**config.mk**
```make
export PLATFORM = sky130hd
export DESIGN_NAME = timestamp_reader
export DESIGN_NICKNAME = d
export VERILOG_FILES = /design/src/rtl/timestamp_reader.sv
export SDC_FILE = /design/constraint.sdc
export NUM_CORES = 1
export LEC_CHECK = 0
export BUFFER_PORTS_ARGS = -buffer_cell sky130_fd_sc_hd__buf_2
export CELL_PAD_IN_SITES_DETAIL_PLACEMENT = 1
export CELL_PAD_IN_SITES_GLOBAL_PLACEMENT = 2
export CORE_ASPECT_RATIO = 1.4
export CORE_UTILIZATION = 31
export DETAILED_ROUTE_END_ITERATION = 6
export GPL_ROUTABILITY_DRIVEN = 0
export MAX_ROUTING_LAYER = met4
export PLACE_DENSITY = 0.72
export SKIP_CTS_REPAIR_TIMING = 1
export SLEW_MARGIN = 10
export SYNTH_ARGS = -nofsm -noshare
export SYNTH_HDL_FRONTEND = slang
export SYNTH_SLANG_ARGS = --single-unit
```
**constraint.sdc**
```tcl
create_clock -name CLK -period 1.5 [get_ports CLK]
set_clock_uncertainty 0.1 [all_clocks]
set_input_delay 0.3 -clock CLK [delete_from_list [all_inputs] [get_ports CLK]]
set_output_delay 0.3 -clock CLK [all_outputs]
set_load 0.02 [all_outputs]
```
**src/rtl/timestamp_reader.sv**
```systemverilog
`timescale 1ns/1ps
// timestamp_reader
// Reads captured timestamps out of the capture-and-serialise timestamper.
// Waits for the (synchronised) INT flag, clocks the captured word in over
// SPI (MSB first), pulses RSTCAPT to re-arm the timestamper, and holds the
// word in a one-entry valid/ready output register for the host.
//
// Ports
//   CLK       system clock, rising edge
//   RST       asynchronous active-high reset
//   INT       timestamper capture flag (asynchronous, synchronised here)
//   SDO       serial data from the timestamper
//   SCLK      SPI clock, idles low
//   CE_N      SPI chip enable, active low
//   RSTCAPT   re-arm pulse to the timestamper, SCLK_DIV cycles wide
//   TS_DATA   last timestamp read
//   TS_VALID  TS_DATA holds an unconsumed word
//   TS_READY  host accepts TS_DATA when TS_VALID & TS_READY
//   BUSY      high in every state except IDLE
module timestamp_reader #(
  parameter int WIDTH    = 4,
  parameter int SCLK_DIV = 2
) (
  input  logic             CLK,
  input  logic             RST,
  input  logic             INT,
  input  logic             SDO,
  output logic             SCLK,
  output logic             CE_N,
  output logic             RSTCAPT,
  output logic [WIDTH-1:0] TS_DATA,
  output logic             TS_VALID,
  input  logic             TS_READY,
  output logic             BUSY
);

  localparam int DW = (SCLK_DIV > 1) ? $clog2(SCLK_DIV) : 1;
  localparam int BW = $clog2(WIDTH + 1);
  localparam logic [DW-1:0] DIV_LAST = DW'(SCLK_DIV - 1);
  localparam logic [BW-1:0] BIT_ALL  = BW'(WIDTH);

  typedef enum logic [2:0] {
    S_INIT, S_IDLE, S_SETUP, S_SHI, S_SLO, S_REARM, S_WAITCLR
  } state_e;

  state_e           state_q, state_d;
  logic [DW-1:0]    div_q, div_d;
  logic [BW-1:0]    bit_q, bit_d;
  logic [WIDTH-1:0] shift_q, shift_d;
  logic [WIDTH-1:0] data_q, data_d;
  logic             valid_q, valid_d;
  logic             sclk_q, sclk_d;
  logic             ce_n_q, ce_n_d;
  logic             rc_q, rc_d;
  logic             int_meta_q, int_s_q;
  logic             div_done;

  assign div_done = (div_q == DIV_LAST);

  // Two-flop synchroniser for the asynchronous INT flag.
  always_ff @(posedge CLK or posedge RST) begin
    if (RST) begin
      int_meta_q <= 1'b0;
      int_s_q    <= 1'b0;
    end else begin
      int_meta_q <= INT;
      int_s_q    <= int_meta_q;
    end
  end

  always_ff @(posedge CLK or posedge RST) begin
    if (RST) begin
      state_q <= S_INIT;
      div_q   <= '0;
      bit_q   <= '0;
      shift_q <= '0;
      data_q  <= '0;
      valid_q <= 1'b0;
      sclk_q  <= 1'b0;
      ce_n_q  <= 1'b1;
      rc_q    <= 1'b0;
    end else begin
      state_q <= state_d;
      div_q   <= div_d;
      bit_q   <= bit_d;
      shift_q <= shift_d;
      data_q  <= data_d;
      valid_q <= valid_d;
      sclk_q  <= sclk_d;
      ce_n_q  <= ce_n_d;
      rc_q    <= rc_d;
    end
  end

  always_comb begin
    state_d = state_q;
    div_d   = div_q;
    bit_d   = bit_q;
    shift_d = shift_q;
    data_d  = data_q;
    valid_d = valid_q & ~TS_READY;   // host consumption; a load below overrides
    sclk_d  = sclk_q;
    ce_n_d  = ce_n_q;
    rc_d    = rc_q;

    unique case (state_q)
      // INIT is entered from reset with RSTCAPT low, so its first cycle only
      // raises RSTCAPT; after that it shares REARM's pulse-width count.
      S_INIT, S_REARM: begin
        if (!rc_q) begin
          rc_d  = 1'b1;
          div_d = '0;
        end else if (div_done) begin
          rc_d    = 1'b0;
          div_d   = '0;
          state_d = S_WAITCLR;
        end else begin
          div_d = div_q + DW'(1);
        end
      end

      // The synchronised flag lags the pin, so wait until it has really
      // dropped before looking for the next capture.
      S_WAITCLR: begin
        if (!int_s_q) state_d = S_IDLE;
      end

      S_IDLE: begin
        if (int_s_q && (!valid_q || TS_READY)) begin
          state_d = S_SETUP;
          ce_n_d  = 1'b0;
          div_d   = '0;
          bit_d   = '0;
        end
      end

      // SDO is captured on the edge that raises SCLK, i.e. while it still
      // holds the value presented during the preceding low phase.
      S_SETUP: begin
        if (div_done) begin
          state_d = S_SHI;
          sclk_d  = 1'b1;
          div_d   = '0;
          shift_d = (shift_q << 1) | WIDTH'(SDO);
          bit_d   = bit_q + BW'(1);
        end else begin
          div_d = div_q + DW'(1);
        end
      end

      S_SHI: begin
        if (div_done) begin
          state_d = S_SLO;
          sclk_d  = 1'b0;
          div_d   = '0;
        end else begin
          div_d = div_q + DW'(1);
        end
      end

      S_SLO: begin
        if (div_done) begin
          div_d = '0;
          if (bit_q < BIT_ALL) begin
            state_d = S_SHI;
            sclk_d  = 1'b1;
            shift_d = (shift_q << 1) | WIDTH'(SDO);
            bit_d   = bit_q + BW'(1);
          end else begin
            // CE_N release, word load and re-arm all happen on this edge.
            state_d = S_REARM;
            ce_n_d  = 1'b1;
            data_d  = shift_q;
            valid_d = 1'b1;
            rc_d    = 1'b1;
          end
        end else begin
          div_d = div_q + DW'(1);
        end
      end

      default: state_d = S_INIT;
    endcase
  end

  assign SCLK     = sclk_q;
  assign CE_N     = ce_n_q;
  assign RSTCAPT  = rc_q;
  assign TS_DATA  = data_q;
  assign TS_VALID = valid_q;
  assign BUSY     = (state_q != S_IDLE);

endmodule

```
After elaboration in Yosys (flattened, before gate mapping)
Cells that the tools add are included.

cells by class
  add/subtract/negate cells = 2
  $lt $le $gt $ge = 1
  equality and inequality tests = 16
  mux-type cells = 36
  bitwise gates (word level) = 4
  reduce and logical (&&, ||, !) cells = 20

operators with widths
  cell                                                                    count
  3-bit 2-to-1 mux                                                        12
  2-bit != test (second input constant)                                   9
  3-bit case mux with 6 select lines                                      1
  1-bit 2-to-1 mux                                                        14
  4-bit 2-to-1 mux                                                        3
  5-bit AND reduction                                                     2
  3-bit equality test (second input constant)                             3
  3-bit case mux with 3 select lines                                      1
  3-bit nonzero test                                                      3
  4-bit case mux with 2 select lines                                      1
  4-bit AND reduction                                                     2
  7-bit AND reduction                                                     1
  3-bit by 2-bit equality test with 1-bit output (second input constant)  2
  1-bit case mux with 3 select lines                                      2
  3-bit AND reduction                                                     2
  2-bit nonzero test                                                      3
  4-bit by 1-bit OR with 4-bit output                                     1
  1-bit case mux with 2 select lines                                      2
  3-bit by 1-bit adder with 3-bit output (second input constant)          1
  3-bit by 1-bit equality test with 1-bit output (second input constant)  1
  3-bit logical NOT                                                       1
  3-bit < comparator (second input constant)                              1
  3-bit by 1-bit != test with 1-bit output (second input constant)        1
  3-bit OR reduction                                                      1
  other kinds (8)                                                         9

storage, ports and cells
  register bits after elaboration = 21
  bits of input ports = 5
  output and inout bits = 9
  word-level logic and storage cells = 90

Longest topological paths before layout
Gate-level depths: netlist (run 1).

  word-level depth = 5
  mapped depth = 6
  depth with buffers taken out = 5

Least setup slack after synthesis (run 1)
Ideal clock, no wire load.

  path type = register to register
  start point = register state_q[2]
  end point = register state_q[1]
  data arrival time = 1.272 ns
  data required time = 1.279 ns
  slack = 0.007 ns
  cell stages (with the launch flop) = 5
  period minus slack after synthesis = 1.493 ns
  cell sequence = dfrtp_1 > or3b_4 > a21oi_4 > nor2_1 > o22a_1

on the way
  longest elaborated chain between the ends = 4

RTL lines
  element                                                   line  text
  from (decl)                                               46    state_e state_q, state_d;
  from (signal assigned)                                    83    state_q <= state_d;
  3-bit equality test or 3-bit logical NOT (tied branches)  106   unique case (state_q)
  2-bit OR reduction                                        106
  2-bit != test (no source line)                            n/a
  7-bit AND reduction (no source line)                      n/a

Parallel ways exist; a longest one is shown, timed or not.
A chain may end at the register's enable or synchronous reset.

Worst setup path after layout (run 1)
  start point = register state_q[1]
  end point = output port BUSY

on the way
  longest elaborated chain between the ends = 1

RTL lines
  element                                   line  text
  3-bit by 1-bit != test with 1-bit output  191   assign BUSY = (state_q != S_IDLE);
  to (decl)                                 34    output logic BUSY

Every way passes these cells.

==> impl_table.tex, run 1 <==
\begin{tabular}{lr}
\hline
Metric & Value \\
\hline
\multicolumn{2}{l}{\textbf{Setup path}} \\
Number of buffer and inverter stages on the critical path & 1 \\
Master of the slowest instance on the critical path & sky130\_fd\_sc\_hd\_\_dfrtp\_2 \\
Type of the worst setup path & reg -> out \\
Highest net fanout along the worst path & 6 \\
Startpoint of the lowest-slack register-to-register path & state\_q[1] \\
Kind of capture point of the worst setup path & primary output \\
Required @ worst endpoint & 1.10 ns \\
Maximum cell stage delay along the critical path & 0.45 ns \\
Family with the most delay on the worst path & flip-flops \\
CP Cell Sequence & or3b\_4, buf\_4 \\
Arrival time at the worst endpoint & 1.27 ns \\
Element type at the critical path start & flop \\
Launch point of the critical path & state\_q[1] \\
\multicolumn{2}{l}{\textbf{Place}} \\
Cell Area, Placed & 0.001270 mm2 \\
Number of placed instances, taps included & 172 \\
Port buffer count & 13 \\
HPWL Detailed & 1967 um \\
\multicolumn{2}{l}{\textbf{Cells and area}} \\
Layout-stage area growth over the synthesis result & 39.23\% \\
Post-layout nets & 152 \\
Non-Filler Cell Area, Final & between 0.001 and 0.0015 mm2 \\
Proportion of layout cells with a drive suffix above 1 & about 45\% \\
Post-layout instance count excluding filler cells & 184 \\
Number of antenna diodes & 0 \\
\multicolumn{2}{l}{\textbf{Status}} \\
Outcome & finished with violations \\
Violated checks & hold timing, setup timing \\
\multicolumn{2}{l}{\textbf{CTS}} \\
Maximum level of the CTS H-tree & 1 \\
Worst-path clk slew & around 0.07 ns \\
TritonCTS clock tree & done \\
Cell at the root of the clock tree & sky130\_fd\_sc\_hd\_\_clkbuf\_8 \\
Worst skew pair latency & 0.26 ns \\
Count of clock tree sinks & 21 \\
Maximum count of clock buffers along a single path & 2 \\
Clock buffers created by TritonCTS & 3 \\
\multicolumn{2}{l}{\textbf{Detailed routing}} \\
Routed wl met3 & approximately 40 um \\
Amount of wire on met2 after detailed routing & around 1500 um \\
Mean number of vias per cell & 5.098 \\
Total detailed-routing wirelength & 2757 um \\
Detailed-route wire length per cell & 14.98 um \\
DR top layer & met4 \\
DRC & 0 \\
Total via count after detailed routing & 938 \\
Number of DRC markers in iteration 0 & 23 \\
Antenna Violating Nets Remaining & 0 \\
Pre-antenna DRT Iters & 2 \\
Met1 wire length & 1129 um \\
\multicolumn{2}{l}{\textbf{Logic synthesis}} \\
Most used DFF post-synth & sky130\_fd\_sc\_hd\_\_dfrtp\_1 \\
Dominant cell type by area after synthesis & sky130\_fd\_sc\_hd\_\_dfrtp\_1 \\
Number of flops mapped to enable cells by yosys & 0 \\
FFs w/ async S/R, synth & 100.0\% \\
Net count of the mapped netlist & 112 \\
Top cell types by occurrence after synthesis & sky130\_fd\_sc\_hd\_\_nand2\_1, sky130\_fd\_sc\_hd\_\_dfrtp\_1, sky130\_fd\_sc\_hd\_\_a21oi\_1, sky130\_fd\_sc\_hd\_\_nand2b\_1, sky130\_fd\_sc\_hd\_\_o21ai\_1 \\
Fraction of the yosys area taken by sequential cells & 50.66\% \\
FF+latch count, synth & 21 \\
Top post-synthesis cells by area & sky130\_fd\_sc\_hd\_\_dfrtp\_1, sky130\_fd\_sc\_hd\_\_nand2\_1, sky130\_fd\_sc\_hd\_\_mux2\_1, sky130\_fd\_sc\_hd\_\_a21oi\_1, sky130\_fd\_sc\_hd\_\_nand2b\_1 \\
Number of warnings reported in the yosys synthesis log & 0 \\
Cell count after synthesis & 106 \\
Most frequent cell after synthesis & sky130\_fd\_sc\_hd\_\_nand2\_1 \\
Syn Area/Cell & 9.809 um2 \\
Number of distinct standard cells referenced by the synthesized netlist & 32 \\
Area of the mapped netlist & 0.001040 mm2 \\
Area fraction of the dominant cell type after synthesis & 48.13\% \\
\multicolumn{2}{l}{\textbf{Timing}} \\
Final-report setup violation count & 13 \\
Max\_slew headroom & between 80\% and 90\% \\
Unrepaired setup endpoints after global routing & yes \\
Hold Fails Final Rpt & 20 \\
Final worst-path setup slack & -0.1676 ns \\
Setup Total Neg Slack & -1.494 ns \\
Transition time at the pin with the least slew margin & 0.2914 ns \\
Part of the cycle the worst path needs & 111.2\% \\
Minimum clock period after layout & 1.668 ns \\
Achievable frequency & about 0.6 GHz \\
Final count of pins violating max slew & 0 \\
Tightest hold margin & -0.04361 ns \\
\multicolumn{2}{l}{\textbf{Floorplan}} \\
FP Rows & 24 \\
Starting density of the core & $\sim$33\% \\
Total core area & 0.003153 mm2 \\
Y dimension of the die & 70.53 um \\
Area of the die & 0.003593 mm2 \\
IO Count & 14 \\
Die Span X & 50.95 um \\
\multicolumn{2}{l}{\textbf{Pwr}} \\
Power density cells & 2238 mW/mm2 \\
Largest vdd supply drop & 0.9905 mV \\
Static leakage power & approximately 0.7 nW \\
\multicolumn{2}{l}{\textbf{Global routing}} \\
Number of antenna violations at the first check in global routing & 0 \\
Total global routing track utilization & approximately 18\% \\
Remaining Overflow, GRT & 0 \\
Global-route wire length before repair & around 4700 um \\
Maximum number of pins on one net before global-route repair & 22 \\
Via count of the first global-routing pass & roughly 1000 \\
\multicolumn{2}{l}{\textbf{Run}} \\
Max Cap Viol & 0 \\
\multicolumn{2}{l}{\textbf{Hold path}} \\
Hold Path Class & in -> async \\
\hline
\end{tabular}
==> worst paths after layout <==
path | end | slack (ns) | depth (start not counted)
max | BUSY | -0.17 | 2
min | int_meta_q | -0.04 | 3
max reg2reg | shift_q[1] | -0.15 | 5
min reg2reg | int_s_q | 0.27 | 0
max in group asynchronous | CE_N | 1.07 | 3
min in group CLK | int_meta_q | 0.04 | 1
==> sequential cells by signal, indices dropped and copies added (netlist names) <==
register    flops
RSTCAPT         1
div_done        1
shift_q         4
SCLK            1
TS_VALID        1
CE_N            1
int_meta_q      1
state_q         3
TS_DATA         4
int_s_q         1
bit_q           3
==> metrics by stage <==
step | worst slack [ns] | power, mW | util [%]
final | -0.1676 | 3.240 | 45.91
after global routing | -0.2175 | 3.510 | 45.91
after CTS | -0.3206 | 2.954 | 41.71
after detailed placement | -0.1928 | 2.567 | 40.28
after global placement | -0.1453 | 2.502 | 40.28
after floorplan | 0.007254 | 1.917 | -
==> cells in the final DEF (no fill, tap or decap), drive strengths merged, types with 2 or more instances in the layout <==
cell and instances:
o22a 2, and3 2, nor2b 2, o21bai 2, o21ai 8, nand2 23, a21oi 9, nor3 2
clkbuf 4, buf 39, mux2 4, a22oi 2, nand2b 6, nor2 4, nand3 2, inv 2
dfrtp 20
==> routing by layer <==
layer  vias up  track usage (%)
li1        448                -
met1       473            19.31
met2        11            31.29
met3         6            1.961
met4         0            9.259
met5         -                -
==> layout make-up <==
class                   instances  area [um2]
well taps                      39       48.80
inverters                       2       7.507
fillers                       374        1705
repair buffers                 39       271.5
multi-input cells              79       544.3
flip-flops and latches         21       530.5
clock buffers                   4       45.04
==> tightest hold or removal path: cells and delay by family <==
kind / cells / cell delay, ns
buf+inv: 3 / 0.41
==> cells by family after synthesis <==
family	after synthesis	share of synthesized area, %
AO/OA/AOI/OAI	29	20.10
adder cells (fa/ha/maj)	1	1.203
buffers and inverters	6	2.527
flip-flops	21	50.66
multiplexers	4	4.332
AND/OR/NAND/NOR	45	21.18
==> where the power goes <==
part	internal, mW	switching [mW]
sequential	0.802	0.221
clock	0.190	0.188
combinational	0.948	0.891
total	1.94	1.30
Note: power is estimated with default switching activity, not from simulation.
==> run 2, diff against run 1 <==
--- a/config.mk
+++ b/config.mk
@@ -5,11 +5,12 @@
 export SDC_FILE = /design/constraint.sdc
 export NUM_CORES = 1
 export LEC_CHECK = 0
+export ABC_AREA = 1
 export BUFFER_PORTS_ARGS = -buffer_cell sky130_fd_sc_hd__buf_2
 export CELL_PAD_IN_SITES_DETAIL_PLACEMENT = 1
 export CELL_PAD_IN_SITES_GLOBAL_PLACEMENT = 2
 export CORE_ASPECT_RATIO = 1.4
-export CORE_UTILIZATION = 31
+export CORE_UTILIZATION = 29
 export DETAILED_ROUTE_END_ITERATION = 6
 export GPL_ROUTABILITY_DRIVEN = 0
 export MAX_ROUTING_LAYER = met4
==> impl_table.tex, run 2 <==
\begin{tabular}{lr}
\hline
Metric & Value \\
\hline
\multicolumn{2}{l}{\textbf{Setup path}} \\
Kind of capture point of the worst setup path & primary output \\
Slack of the worst reg-to-reg path & 0.03 ns (+0.18 ns) \\
Cell repeated most along the worst path & sky130\_fd\_sc\_hd\_\_buf\_6 \\
Arrival time at the worst endpoint & 1.08 ns (-0.19 ns) \\
Maximum cell stage delay along the critical path & 0.45 ns (about the same) \\
Type of the worst setup path & reg -> out \\
Required @ worst endpoint & 1.10 ns (about the same) \\
Highest net fanout along the worst path & 4 (-2) \\
Element type at the critical path start & flop \\
Master of the slowest instance on the critical path & sky130\_fd\_sc\_hd\_\_dfrtp\_2 \\
CP Cell Sequence & buf\_6, nand3\_4, buf\_6 \\
\multicolumn{2}{l}{\textbf{Global routing}} \\
Maximum number of pins on one net before global-route repair & 22 (unchanged) \\
Via count of the first global-routing pass & 979 (-6.6\%) \\
Grt met2 use & 27.71\% (-3.6 points) \\
Global-route wire length before repair & 4374 um (-6.1\%) \\
Met3 usage & 2.917\% (+0.96 points) \\
Top Usage Layer GRT & met2 \\
Met1 GRT Util & 17.72\% (-1.6 points) \\
Total global routing track utilization & 16.21\% (-1.7 points) \\
Number of antenna violations at the first check in global routing & 0 (unchanged) \\
Remaining Overflow, GRT & 0 (unchanged) \\
\multicolumn{2}{l}{\textbf{Cells and area}} \\
Proportion of layout cells with a drive suffix above 1 & 34.84\% (-10 points) \\
Most common cell after layout, fill and taps aside & sky130\_fd\_sc\_hd\_\_nand2\_1 \\
Layout-stage area growth over the synthesis result & 31.60\% \\
Post-layout nets & 162 (+6.6\%) \\
Number of antenna diodes & 0 (unchanged) \\
Fill count & 421 (+13\%) \\
Commonest cells after routing, fill and taps aside & sky130\_fd\_sc\_hd\_\_nand2\_1, sky130\_fd\_sc\_hd\_\_dfrtp\_1, sky130\_fd\_sc\_hd\_\_buf\_4 \\
Post-layout instance count excluding filler cells & 195 (+6.0\%) \\
\multicolumn{2}{l}{\textbf{Run}} \\
Max Cap Viol & 0 (unchanged) \\
\multicolumn{2}{l}{\textbf{Timing}} \\
Hold Fails Final Rpt & 0 (-100\%) \\
Minimum clock period after layout & 1.481 ns (-0.1869 ns) \\
Max\_slew headroom & 80.79\% (+0.22 points) \\
Final worst-path setup slack & 0.01928 ns (+0.1869 ns) \\
Part of the cycle the worst path needs & 98.71\% (-12 points) \\
Achievable frequency & 0.6753 GHz (+13\%) \\
Final count of pins violating max slew & 0 (unchanged) \\
Transition time at the pin with the least slew margin & 0.2882 ns (-0.003248 ns) \\
Unrepaired setup endpoints after global routing & yes \\
Final-report setup violation count & 0 (-13) \\
\multicolumn{2}{l}{\textbf{Floorplan}} \\
Die Span X & 52.46 um (+3.0\%) \\
Total core area & 0.003378 mm2 (+7.1\%) \\
FP Rows & 25 (+4.2\%) \\
Starting density of the core & 30.59\% (-2.4 points) \\
IO Count & 14 (unchanged) \\
Area of the die & 0.003810 mm2 (+6.0\%) \\
Y dimension of the die & 72.64 um (+3.0\%) \\
\multicolumn{2}{l}{\textbf{Logic synthesis}} \\
Net count of the mapped netlist & 131 (+17\%) \\
FF+latch count, synth & 21 (unchanged) \\
Area fraction of the dominant cell type after synthesis & 48.43\% (+0.29 points) \\
Number of flops mapped to enable cells by yosys & 0 (unchanged) \\
Top cell types by occurrence after synthesis & sky130\_fd\_sc\_hd\_\_nand2\_1, sky130\_fd\_sc\_hd\_\_dfrtp\_1, sky130\_fd\_sc\_hd\_\_nand3\_1, sky130\_fd\_sc\_hd\_\_inv\_1, sky130\_fd\_sc\_hd\_\_o21ai\_0 \\
Area of the mapped netlist & 0.001033 mm2 (-0.60\%) \\
Syn Area/Cell & 8.268 um2 (-16\%) \\
Fraction of the yosys area taken by sequential cells & 50.97\% (+0.31 points) \\
Most frequent cell after synthesis & sky130\_fd\_sc\_hd\_\_nand2\_1 \\
FFs w/ async S/R, synth & 100.0\% (unchanged) \\
Most used DFF post-synth & sky130\_fd\_sc\_hd\_\_dfrtp\_1 \\
Number of warnings reported in the yosys synthesis log & 0 (unchanged) \\
Number of distinct standard cells referenced by the synthesized netlist & 20 (-38\%) \\
Top post-synthesis cells by area & sky130\_fd\_sc\_hd\_\_dfrtp\_1, sky130\_fd\_sc\_hd\_\_nand2\_1, sky130\_fd\_sc\_hd\_\_nand3\_1, sky130\_fd\_sc\_hd\_\_o21ai\_0, sky130\_fd\_sc\_hd\_\_inv\_1 \\
Dominant cell type by area after synthesis & sky130\_fd\_sc\_hd\_\_dfrtp\_1 \\
Cell count after synthesis & 125 (+18\%) \\
\multicolumn{2}{l}{\textbf{CTS}} \\
TritonCTS clock tree & done \\
Maximum level of the CTS H-tree & 1 (unchanged) \\
Count of clock tree sinks & 21 (unchanged) \\
Cell at the root of the clock tree & sky130\_fd\_sc\_hd\_\_clkbuf\_8 \\
Clock buffers created by TritonCTS & 3 (unchanged) \\
Maximum count of clock buffers along a single path & 2 (unchanged) \\
Worst-path clk slew & 0.09 ns (+0.02 ns) \\
Worst skew pair latency & 0.27 ns (about the same) \\
\multicolumn{2}{l}{\textbf{Detailed routing}} \\
Pre-antenna DRT Iters & 4 (+2) \\
Total via count after detailed routing & 929 (-0.96\%) \\
Mean number of vias per cell & 4.764 (-6.5\%) \\
DRC & 0 (unchanged) \\
Number of DRC markers in iteration 0 & 11 (-52\%) \\
Detailed-route wire length per cell & 13.78 um (-8.0\%) \\
Total detailed-routing wirelength & 2687 um (-2.5\%) \\
Antenna Violating Nets Remaining & 0 (unchanged) \\
\multicolumn{2}{l}{\textbf{Place}} \\
Port buffer count & 13 (unchanged) \\
Number of placed instances, taps included & 184 (+7.0\%) \\
Worst Setup Slack post-DPL & -0.01700 ns (+0.1758 ns) \\
HPWL Detailed & 1975 um (+0.42\%) \\
\multicolumn{2}{l}{\textbf{Pwr}} \\
Largest vdd supply drop & 1.079 mV (+9.0\%) \\
Power density cells & 2383 mW/mm2 (+6.5\%) \\
Static leakage power & 0.6992 nW (about the same) \\
\multicolumn{2}{l}{\textbf{Status}} \\
Outcome & completed \\
\multicolumn{2}{l}{\textbf{Hold path}} \\
Hold Path Class & in -> reg \\
\hline
\end{tabular}
[run 2: cell types whose count changed after synthesis, moves of 3 or more]
cell	change
sky130_fd_sc_hd__nand2_1	+14
sky130_fd_sc_hd__nand3_1	+11
sky130_fd_sc_hd__inv_1	+10
sky130_fd_sc_hd__o21ai_0	+7
sky130_fd_sc_hd__nand2b_1	-6
sky130_fd_sc_hd__a21oi_1	-4
sky130_fd_sc_hd__mux2_1	-4
sky130_fd_sc_hd__nand2_2	+4
sky130_fd_sc_hd__inv_2	+3
[run 2: worst paths after layout]
kind | from | to | cells past startpoint
max | state_q[0] | BUSY | 3
max in group asynchronous | RST | CE_N | 4
min | INT | int_meta_q | 1
min in group asynchronous | RST | state_q[1] | 4
min reg2reg | int_meta_q | int_s_q | 0
max reg2reg | state_q[2] | state_q[0] | 7
[run 2: cell type report]
class	count	area, um2	area share, %
multi-input combinational	86	461.7	33.95
tap	40	50.05	3.680
timing repair buffer	29	210.2	15.46
clock buffer	3	41.29	3.036
inverter	15	58.81	4.324
sequential	21	530.5	39.01
clock inverter	1	7.507	0.5520
[run 2: metrics by stage]
| step | power, mW | hold WS (ns) | TNS [ns] | util, % | area (um2) |
|---|---|---|---|---|---|
| 2_1_floorplan | 2.080 | 0.1758 | 0 | - | 1033 |
| 3_3_place_gp | 2.547 | 0.2350 | 0 | 35.74 | 1207 |
| 3_5_place_dp | 2.620 | 0.2535 | -0.02401 | 35.74 | 1207 |
| 4_1_cts | 3.031 | -0.04696 | -0.2674 | 37.19 | 1256 |
| 5_1_grt | 3.520 | 0.01710 | -0.05888 | 40.26 | 1360 |
| 6_report | 3.241 | 0.03311 | 0 | 40.26 | 1360 |
[run 2: routing by layer]
metal  share of wire (%)  vias to the layer above  routed length [um]
li1                    -                      461                   -
met1                  42                      453                1120
met2                  55                        9                1470
met3                 1.6                        6                  42
met4                 2.0                        0                  53
met5                   0                        -                   0
[run 2: power breakdown]
part           switching [mW]  internal (mW)  leakage (nW)
Sequential              0.205          0.818         0.252
Clock                   0.208          0.188        0.0217
Combinational            1.07          0.750         0.426
Total                    1.48           1.76         0.699
[run 2: cells by family (layout without fill, tap and decap cells)]
group           after synthesis  in the layout  synth area share, %
simple gates                 64             64                29.30
xor+xnor                      1              1               0.8476
compound gates               20             20                10.17
fa+ha+maj                     1              1                1.210
flops                        21             21                50.97
buf+inv                      18             48                7.506
[run 2: worst max-delay path, delay by kind of cell (launching register included)]
family | cells | cell delay [ns]
buf+inv | 2 | 0.26
simple gates | 1 | 0.09
flops | 1 | 0.45
